## src/rtl/pit_pkg.sv

```systemverilog
// Shared types and helpers for the pending-interest table lookup block.
package pit_pkg;

    typedef enum logic [1:0] {
        ST_IDLE,
        ST_SEARCH,
        ST_RESPOND
    } state_e;

    localparam logic REQ_INTEREST = 1'b0;
    localparam logic REQ_DATA     = 1'b1;

    localparam int PIT_ADDR_W   = 10;
    localparam int RECEIVED_BIT = PIT_ADDR_W;
    localparam int MAX_IDX_W    = 6;

    // Each entry owns an equal power-of-two slice of packet memory.
    function automatic logic [PIT_ADDR_W-1:0] slot_base(input logic [MAX_IDX_W-1:0] idx,
                                                        input int idx_w);
        logic [PIT_ADDR_W-1:0] base;
        base = PIT_ADDR_W'(idx) << (PIT_ADDR_W - idx_w);
        return base;
    endfunction

endpackage

```

## src/rtl/pit_entry_array.sv

```systemverilog
// Register file of pending interests: one combinational read port plus a
// single set/clear write port, both addressed by entry index.
module pit_entry_array
    import pit_pkg::*;
#(
    parameter int ENTRIES = 32,
    parameter int HASH_W  = 16,
    localparam int IDX_W  = $clog2(ENTRIES)
) (
    input  logic              clk,
    input  logic              reset,
    input  logic [IDX_W-1:0]  rd_idx,
    output logic              rd_valid,
    output logic [HASH_W-1:0] rd_hash,
    input  logic              set_en,
    input  logic              clr_en,
    input  logic [IDX_W-1:0]  wr_idx,
    input  logic [HASH_W-1:0] wr_hash
);

    logic [ENTRIES-1:0] valid_q;
    logic [ENTRIES-1:0] valid_d;
    logic [HASH_W-1:0]  hash_q [ENTRIES];
    logic [HASH_W-1:0]  hash_d [ENTRIES];

    // NOTE: every _d starts from its _q copy so no path leaves it unassigned (no latches).
    always_comb begin
        valid_d = valid_q;
        hash_d  = hash_q;
        if (set_en) begin
            valid_d[wr_idx] = 1'b1;
            hash_d[wr_idx]  = wr_hash;
        end else if (clr_en) begin
            valid_d[wr_idx] = 1'b0;
        end
    end

    // NOTE: state flops use non-blocking assignment so every flop samples pre-edge values.
    always_ff @(posedge clk or negedge reset) begin
        if (!reset) begin
            valid_q <= '0;
        end else begin
            valid_q <= valid_d;
        end
    end

    // NOTE: the hash store is deliberately not reset; valid_q gates every use of it.
    always_ff @(posedge clk) begin
        hash_q <= hash_d;
    end

    assign rd_valid = valid_q[rd_idx];
    assign rd_hash  = hash_q[rd_idx];

endmodule

```

## src/rtl/pit_lookup.sv

```systemverilog
// Pending-interest table lookup: a sequential scan over the entry array that
// allocates, aggregates or retires entries and hands the slot to the PIT stage.
module pit_lookup
    import pit_pkg::*;
#(
    parameter int ENTRIES = 32,
    parameter int HASH_W  = 16,
    parameter int ADDR_W  = PIT_ADDR_W,
    localparam int IDX_W  = $clog2(ENTRIES)
) (
    input  logic              clk,
    input  logic              reset,
    input  logic              req_valid,
    output logic              req_ready,
    input  logic              req_type,
    input  logic [HASH_W-1:0] req_hash,
    output logic [ADDR_W:0]   table_entry,
    output logic              in_bit,
    output logic              out_bit,
    output logic              interest_packet,
    output logic              aggregated,
    output logic              full_drop,
    output logic [IDX_W:0]    occupancy
);

    localparam logic [IDX_W-1:0] LAST_IDX = IDX_W'(ENTRIES - 1);

    state_e            state_q, state_d;
    logic [IDX_W-1:0]  idx_q, idx_d;
    logic              type_q, type_d;
    logic [HASH_W-1:0] hash_q, hash_d;
    logic              hit_q, hit_d;
    logic [IDX_W-1:0]  hit_idx_q, hit_idx_d;
    logic              free_q, free_d;
    logic [IDX_W-1:0]  free_idx_q, free_idx_d;
    logic [IDX_W:0]    occ_q, occ_d;
    logic [ADDR_W:0]   table_entry_q, table_entry_d;
    logic              ready_q, ready_d;
    logic              in_q, in_d;
    logic              out_q, out_d;
    logic              agg_q, agg_d;
    logic              full_q, full_d;

    logic              rd_valid;
    logic [HASH_W-1:0] rd_hash;
    logic              set_en;
    logic              clr_en;
    logic [IDX_W-1:0]  wr_idx;

    pit_entry_array #(
        .ENTRIES (ENTRIES),
        .HASH_W  (HASH_W)
    ) u_entries (
        .clk      (clk),
        .reset    (reset),
        .rd_idx   (idx_q),
        .rd_valid (rd_valid),
        .rd_hash  (rd_hash),
        .set_en   (set_en),
        .clr_en   (clr_en),
        .wr_idx   (wr_idx),
        .wr_hash  (hash_q)
    );

    always_comb begin
        state_d       = state_q;
        idx_d         = idx_q;
        type_d        = type_q;
        hash_d        = hash_q;
        hit_d         = hit_q;
        hit_idx_d     = hit_idx_q;
        free_d        = free_q;
        free_idx_d    = free_idx_q;
        occ_d         = occ_q;
        table_entry_d = table_entry_q;
        in_d          = 1'b0;
        out_d         = 1'b0;
        agg_d         = 1'b0;
        full_d        = 1'b0;
        set_en        = 1'b0;
        clr_en        = 1'b0;
        wr_idx        = free_idx_q;

        case (state_q)
            ST_IDLE: begin
                if (req_valid && ready_q) begin
                    type_d     = req_type;
                    hash_d     = req_hash;
                    idx_d      = '0;
                    hit_d      = 1'b0;
                    hit_idx_d  = '0;
                    free_d     = 1'b0;
                    free_idx_d = '0;
                    state_d    = ST_SEARCH;
                end
            end

            ST_SEARCH: begin
                // Earliest index wins for both the match and the free slot.
                if (!hit_q && rd_valid && (rd_hash == hash_q)) begin
                    hit_d     = 1'b1;
                    hit_idx_d = idx_q;
                end
                if (!free_q && !rd_valid) begin
                    free_d     = 1'b1;
                    free_idx_d = idx_q;
                end
                if (idx_q == LAST_IDX) begin
                    idx_d   = '0;
                    state_d = ST_RESPOND;
                end else begin
                    idx_d = idx_q + IDX_W'(1);
                end
            end

            ST_RESPOND: begin
                state_d = ST_IDLE;
                if (type_q == REQ_INTEREST) begin
                    if (hit_q) begin
                        agg_d = 1'b1;
                    end else if (free_q) begin
                        set_en        = 1'b1;
                        wr_idx        = free_idx_q;
                        occ_d         = occ_q + (IDX_W+1)'(1);
                        table_entry_d = {1'b1, ADDR_W'(slot_base(MAX_IDX_W'(free_idx_q), IDX_W))};
                        in_d          = 1'b1;
                    end else begin
                        full_d        = 1'b1;
                        table_entry_d = '0;
                    end
                end else begin
                    out_d = 1'b1;
                    if (hit_q) begin
                        clr_en        = 1'b1;
                        wr_idx        = hit_idx_q;
                        occ_d         = occ_q - (IDX_W+1)'(1);
                        table_entry_d = {1'b1, ADDR_W'(slot_base(MAX_IDX_W'(hit_idx_q), IDX_W))};
                    end else begin
                        table_entry_d = '0;
                    end
                end
            end

            default: begin
                state_d = ST_IDLE;
            end
        endcase

        // Registered ready tracks the state being entered, so it is low for the
        // first cycle after reset release and high exactly while in IDLE.
        ready_d = (state_d == ST_IDLE);
    end

    always_ff @(posedge clk or negedge reset) begin
        if (!reset) begin
            state_q       <= ST_IDLE;
            idx_q         <= '0;
            type_q        <= REQ_INTEREST;
            hash_q        <= '0;
            hit_q         <= 1'b0;
            hit_idx_q     <= '0;
            free_q        <= 1'b0;
            free_idx_q    <= '0;
            occ_q         <= '0;
            table_entry_q <= '0;
            ready_q       <= 1'b0;
            in_q          <= 1'b0;
            out_q         <= 1'b0;
            agg_q         <= 1'b0;
            full_q        <= 1'b0;
        end else begin
            state_q       <= state_d;
            idx_q         <= idx_d;
            type_q        <= type_d;
            hash_q        <= hash_d;
            hit_q         <= hit_d;
            hit_idx_q     <= hit_idx_d;
            free_q        <= free_d;
            free_idx_q    <= free_idx_d;
            occ_q         <= occ_d;
            table_entry_q <= table_entry_d;
            ready_q       <= ready_d;
            in_q          <= in_d;
            out_q         <= out_d;
            agg_q         <= agg_d;
            full_q        <= full_d;
        end
    end

    assign req_ready       = ready_q;
    assign table_entry     = table_entry_q;
    assign in_bit          = in_q;
    assign out_bit         = out_q;
    assign aggregated      = agg_q;
    assign full_drop       = full_q;
    assign occupancy       = occ_q;
    // Reserved for the FIB path; this block only ever stores new interests.
    assign interest_packet = 1'b0;

endmodule

```

## config.mk

```make
export PLATFORM = sky130hd
export DESIGN_NAME = pit_lookup
export DESIGN_NICKNAME = d
export VERILOG_FILES = /design/src/rtl/pit_pkg.sv /design/src/rtl/pit_entry_array.sv /design/src/rtl/pit_lookup.sv
export SDC_FILE = /design/constraint.sdc
export NUM_CORES = 1
export LEC_CHECK = 0
export ABC_CLOCK_PERIOD_IN_PS = 3600
export CAP_MARGIN = 20
export CORE_ASPECT_RATIO = 2
export CORE_MARGIN = 8
export CORE_UTILIZATION = 45
export CTS_BUF_LIST = sky130_fd_sc_hd__clkbuf_2 sky130_fd_sc_hd__clkbuf_4 sky130_fd_sc_hd__clkbuf_8
export CTS_CLUSTER_SIZE = 16
export DETAILED_ROUTE_END_ITERATION = 8
export PLACE_DENSITY = 0.72
export SYNTH_ARGS = -nofsm -noshare
export SYNTH_HDL_FRONTEND = slang
export SYNTH_HIERARCHICAL = 1
export SYNTH_SLANG_ARGS = --single-unit
```

## constraint.sdc

```tcl
create_clock -name clk -period 3.6 [get_ports clk]
set_clock_uncertainty 0.15 [all_clocks]
set_input_delay 0.72 -clock clk [delete_from_list [all_inputs] [get_ports clk]]
set_output_delay 0.72 -clock clk [all_outputs]
set_load 0.01 [all_outputs]
```

Yosys cells after proc, flatten, opt, wreduce, memory -nomap -nowiden --
Cells that the tools add are included.
Cells by class: $add $sub $neg 3, magnitude comparators 6, equality and inequality tests 9, mux-type cells 53, bitwise logic cells 5, reductions and logical operators 20
Operators by type and width (number):
- bitwise mux 512 bit | 1
- binary-select mux 16 bit (select 5 bit) | 1
- demux 16 bit (select 5 bit) | 1
- 2-to-1 mux 32 bit | 2
- 2-to-1 mux 16 bit | 3
- 2-to-1 mux 11 bit | 4
- 2-to-1 mux 5 bit | 7
- AND 32 bit | 1
- NOT 32 bit | 1
- OR 32 bit | 1
- one-hot mux 5 bit (2 select lines) | 3
- 2-to-1 mux 6 bit | 4
- 2-to-1 mux 1 bit | 20
- equality test 16 bit | 1
- >= comparator 6 bit, second input constant | 2
- < comparator 5 x 6 -> 1 bit, second input constant | 2
- NOT 5 -> 6 bit | 2
- != test 2 bit, second input constant | 4
- adder 6 x 1 -> 6 bit, second input constant | 1
- logical AND 1 bit | 6
- < comparator 6 x 1 -> 1 bit, second input constant | 1
- AND reduction 2 bit | 3
- AND reduction 3 bit | 2
- nonzero test 2 bit | 3
- 15 further kinds | 20
Word-level totals: register bits after elaboration 602, input port bits 20, output and inout bits 23, word-level logic and storage cells 144

Logic depth before layout (Yosys ltp) --
depth in word-level cells 11, mapped depth 13, depth with buffers taken out 11

Cells and area by module --
The synthesis kept the hierarchy.
By module, submodules not included:
- pit_entry_array | times used 1, cells an instance 1276, area an instance 21638.3 um^2, sequential area each 16175.5 um^2
- pit_lookup | times used 1, cells an instance 251, area an instance 2536.2 um^2, sequential area each 1326.3 um^2

Least setup slack after synthesis --
OpenSTA, ideal clock, no wires.
path type reg2reg, from register type_q, to register u_entries/hash_q[240] (netlist bit), enable pin, setup time 0.388 ns, arrival time 2.781 ns, required time 3.062 ns, setup slack 0.281 ns, cell stages (with the launch flop) 9, buffers on the path 3, clock period less this slack 3.319 ns, cells stage by stage dfrtp_1 -> and2_1 -> buf_6 -> nand2_1 -> mux2_2 -> or3b_1 -> clkbuf_1 -> clkbuf_1 -> nor2_1
On the way: word-level cells in the longest chain between the ends 2
RTL lines:
- from (decl) | RTL line pit_lookup.sv:30 | logic type_q, type_d;
- from (signal assigned) | RTL line pit_lookup.sv:174 | type_q <= type_d;
- 2-to-1 mux 1 bit | RTL line pit_lookup.sv:118 | if (type_q == REQ_INTEREST) begin
- 2-to-1 mux 1 bit | RTL line pit_lookup.sv:84 | case (state_q)
- to (signal assigned) | RTL line pit_entry_array.sv:49 | hash_q <= hash_d;
- to (decl) | RTL line pit_entry_array.sv:23 | logic [HASH_W-1:0] hash_q [ENTRIES];
Every way passes these cells. A chain may end at the register's enable or synchronous reset.

Worst setup path after layout --
from register idx_q[1], to register hit_idx_q[2]
On the way: word-level cells in the longest chain between the ends 8, elaborated cells on any way between the ends 11, those cells by class eq/ne (2); mux (5); bitwise (1); reduce/logical (3)
RTL lines:
- from (decl) | RTL line pit_lookup.sv:29 | logic [IDX_W-1:0] idx_q, idx_d;
- from (signal assigned) | RTL line pit_lookup.sv:173 | idx_q <= idx_d;
- NOT 5 -> 6 bit (implied by the code) | RTL line pit_entry_array.sv:53 | assign rd_hash = hash_q[rd_idx];
- binary-select mux 16 bit (select 5 bit) | RTL line pit_entry_array.sv:53
- 2-to-1 mux 16 bit (implied by the code) (2 in a row) | RTL line pit_entry_array.sv:53
- named net rd_hash[13] | RTL line pit_lookup.sv:45 | logic [HASH_W-1:0] rd_hash;
- equality test 16 bit | RTL line pit_lookup.sv:100 | if (!hit_q && rd_valid && (rd_hash == hash_q)) begin
- logical AND 1 bit | RTL line pit_lookup.sv:100
- != test 2 bit (no line)
- AND reduction 3 bit (no line)
- to (signal assigned) | RTL line pit_lookup.sv:177 | hit_idx_q <= hit_idx_d;
- to (decl) | RTL line pit_lookup.sv:33 | logic [IDX_W-1:0] hit_idx_q, hit_idx_d;
The timed path passes the listed nets, and every way through them passes these cells. The select of a mux whose other input is x is not followed.

==> run metrics <==
status finished, final reports clean; Post-CTS Hold Fix Bufs 0; Avg Inst Size Synth 15.8 um^2; Worst EP required 4.04 ns; register area share after synthesis 72.4%; peak supply drop 525 uV; Power, Total 19.7 mW; chip height 344 um; max-slew violations 0; M1 GR Usage 18.6%; Register-to-Register Path Depth 13; Most used DFF post-synth edfxtp_1; Initial Util 45.4%; FF-to-FF setup slack 0.13 ns; CTS Buf Count 74; worst setup margin 0.126 ns; warnings from Yosys 6; Combinational Power Share 32.7%; relative slew slack 36.5%; fin nets 1696; largest net degree at the start of global routing 64; clock power share 25.5%; asr flop ratio synth 14.2%; Ports 43; leading area contributor after synthesis edfxtp_1; first-pass iteration count of the detailed router 5; Net Sw Power 6.47 mW; fillers 4248; clock-pin slew on the worst setup and hold paths 0.08 ns; grt ovf 0; mapped cell area 24200 um^2; design area 27700 um^2; Setup crit end kind flop; clk root buf clkbuf_8; PD cells 712 nW/um^2; Worst-Margin Slew 0.953 ns; share of the synthesized area in the top cell type 63.6%; # clock sinks 597; count leader, synth edfxtp_1; Final period util 96.5%; RSZ-0062 raised after global routing false; final WL 59500 um; Critical R2R Launch idx_q[1]; Via density 5.82; Place WS -0.294 ns; Critical Path AT 3.92 ns; Netlist cell types 51; Routed WL per cell 24.8 um; FF-to-FF End hit_idx_q[2]; Switching Share 32.8%; Synth top cells by count edfxtp_1 (512), mux2i_1 (272), nand2_1 (101); die width 180 um; post-route ant nets 0; final setup fails 0; met3 usage 2.94%; minimum clock period 3.47 ns; vias in the first global route 14900; GR Layer Usage met2 36.8%; Crit Path Class flop to flop; via count 14000; Layout Cells excl Fill 2402; Clk Latency, worst-skew pair 0.66 ns; num rows 120; final core utilization 52.0%; placed cell count 2258; initial antenna violation count 1; ranking of synthesized cells by area edfxtp_1 (64%), mux2i_1 (11%), dfrtp_1 (8.8%), a22oi_1 (2.3%), nand2_1 (1.6%); Peak Freq 288 MHz; Post-synth EDFFs 512; max-cap viol count 0; CTS Buffer Depth 3; Synth Register Bits 597; GR Util All Layers 19.1%; GPL Wtd Cong 0.846; Final Hold Vio Count 0; first-iteration detailed-routing DRC count 1301; number of remaining DRC errors 0; crit start category flop; hpwl dp 39600 um; Pleak 10.2 nW; worst hold-check path type input port to async pin; critical path fanouts, max 38; CTS tree yes; internal power 13.3 mW; P&R area growth vs syn 14.7%; H-tree Lvls 3; setup TNS 0 ns; WHS 0.0311 ns; placed cell area 26100 um^2; port bufs 36; global-route wire length before repair 89600 um; area of the core 53300 um^2; proportion of layout cells with a drive suffix above 1 15.8%; die area 61800 um^2; Mapped Cells 1527; sequential share of power 41.8%; layer with the highest usage met2
[layout by cell type, fill, tap and decap left out, types with 2 or more instances in the layout]
master             n
edfxtp_1         512
mux2i_1          272
nand2_1          101
buf_4             86
dfrtp_1           84
clkbuf_8          79
a22oi_1           73
o21ai_0           66
nor2_1            46
a21oi_1           44
a22o_1            42
nand3_1           37
clkdlybuf4s50_1   35
buf_12            34
clkbuf_4          26
xor2_1            19
nand4_1           18
nor3_1            17
a31oi_1           17
clkinv_1          12
o21ai_1           10
clkinv_2           8
mux2_2             7
clkinvlp_4         7
nand3b_1           7
ha_1               6
conb_1             6
inv_1              5
nand2b_1           4
xnor2_1            4
bufinv_16          4
or3b_1             3
and3_1             2
or3_1              2
and2_1             2
nor4_1             2
nor3_4             2
nor2b_4            2
buf_6              2
[registers in the layout, indices dropped and copies added (netlist names), named ones only]
name and cells:
u_entries/hash_q 512, hash_q 16, occupancy 6, table_entry 6
free_idx_q 5, hit_idx_q 5, idx_q 5, state_q 2
aggregated 1, free_q 1, full_drop 1, hit_q 1
in_bit 1, out_bit 1, req_ready 1, type_q 1
[per-layer routing]
layer | vias up | share of wire, %
met3 | 172 | 4.9
met1 | 7096 | 34
li1 | 6177 | -
met5 | - | 0
met4 | 0 | 6.2
met2 | 541 | 55
[critical path, stage by stage, from the launching register on]
cell and delay [ns]:
dfrtp_1 0.48, buf_4 0.20, nor2_4 0.17, buf_12 0.28, a22o_1 0.22, nor3_1 0.08, a31oi_1 0.19, nand3_1 0.12
xor2_1 0.22, nor4_4 0.46, nand3_2 0.16, buf_4 0.17, nor3_4 0.27, a22o_1 0.21
[final cells by class]
| class | count | area, um^2 | area share (%) |
|---|---|---|---|
| Antenna cell | 1 | 2.50 | 0.00902 |
| Clock buffer | 105 | 1280 | 4.62 |
| Clock inverter | 32 | 267 | 0.961 |
| Inverter | 5 | 18.8 | 0.0677 |
| Multi-Input combinational cell | 833 | 6090 | 22.0 |
| Sequential cell | 597 | 17500 | 63.1 |
| Tap cell | 671 | 840 | 3.03 |
| Timing Repair Buffer | 158 | 1720 | 6.22 |
[timing repair]
action	in CTS	in global routing
buffers inserted	0	5
gates resized for setup	4	5
endpoints found under the setup margin	6	6
pin swaps	0	2
cloned	0	1
[kinds of logic (layout without fill, tap and decap cells)]
logic type	count (synthesis)	count (layout)	synth area share [%]
AO/OA/AOI/OAI	258	258	6.95
flip-flops	597	597	72.4
AND/OR/NAND/NOR	260	260	5.08
multiplexers	279	279	11.6
adder cells (fa/ha/maj)	7	7	0.393
other	1	7	0.0155
buffers and inverters	102	300	2.74
XOR/XNOR	23	23	0.833
[worst max-delay path by stage]
stage              from                    end  slack, ns  cells past startpoint
6_report       idx_q[1]           hit_idx_q[2]       0.13                     13
5_1_grt        idx_q[0]           hit_idx_q[2]       0.02                     13
4_1_cts        idx_q[0]           hit_idx_q[2]       0.06                     13
3_5_place_dp   idx_q[0]           hit_idx_q[2]      -0.29                     13
3_3_place_gp   idx_q[0]           hit_idx_q[1]      -0.18                     13
2_1_floorplan    type_q  u_entries/hash_q[240]       0.28                      8
[power groups by stage]
stage	combinational, mW	sequential, mW	clock [mW]
floorplan	3.91	8.57	0
finish	6.45	8.25	5.03
detailed placement	6.21	8.41	0
global placement	6.07	8.40	0
CTS	6.31	8.26	5.11
global route	6.84	8.26	5.36
Note: power is estimated with default switching activity, not from simulation.
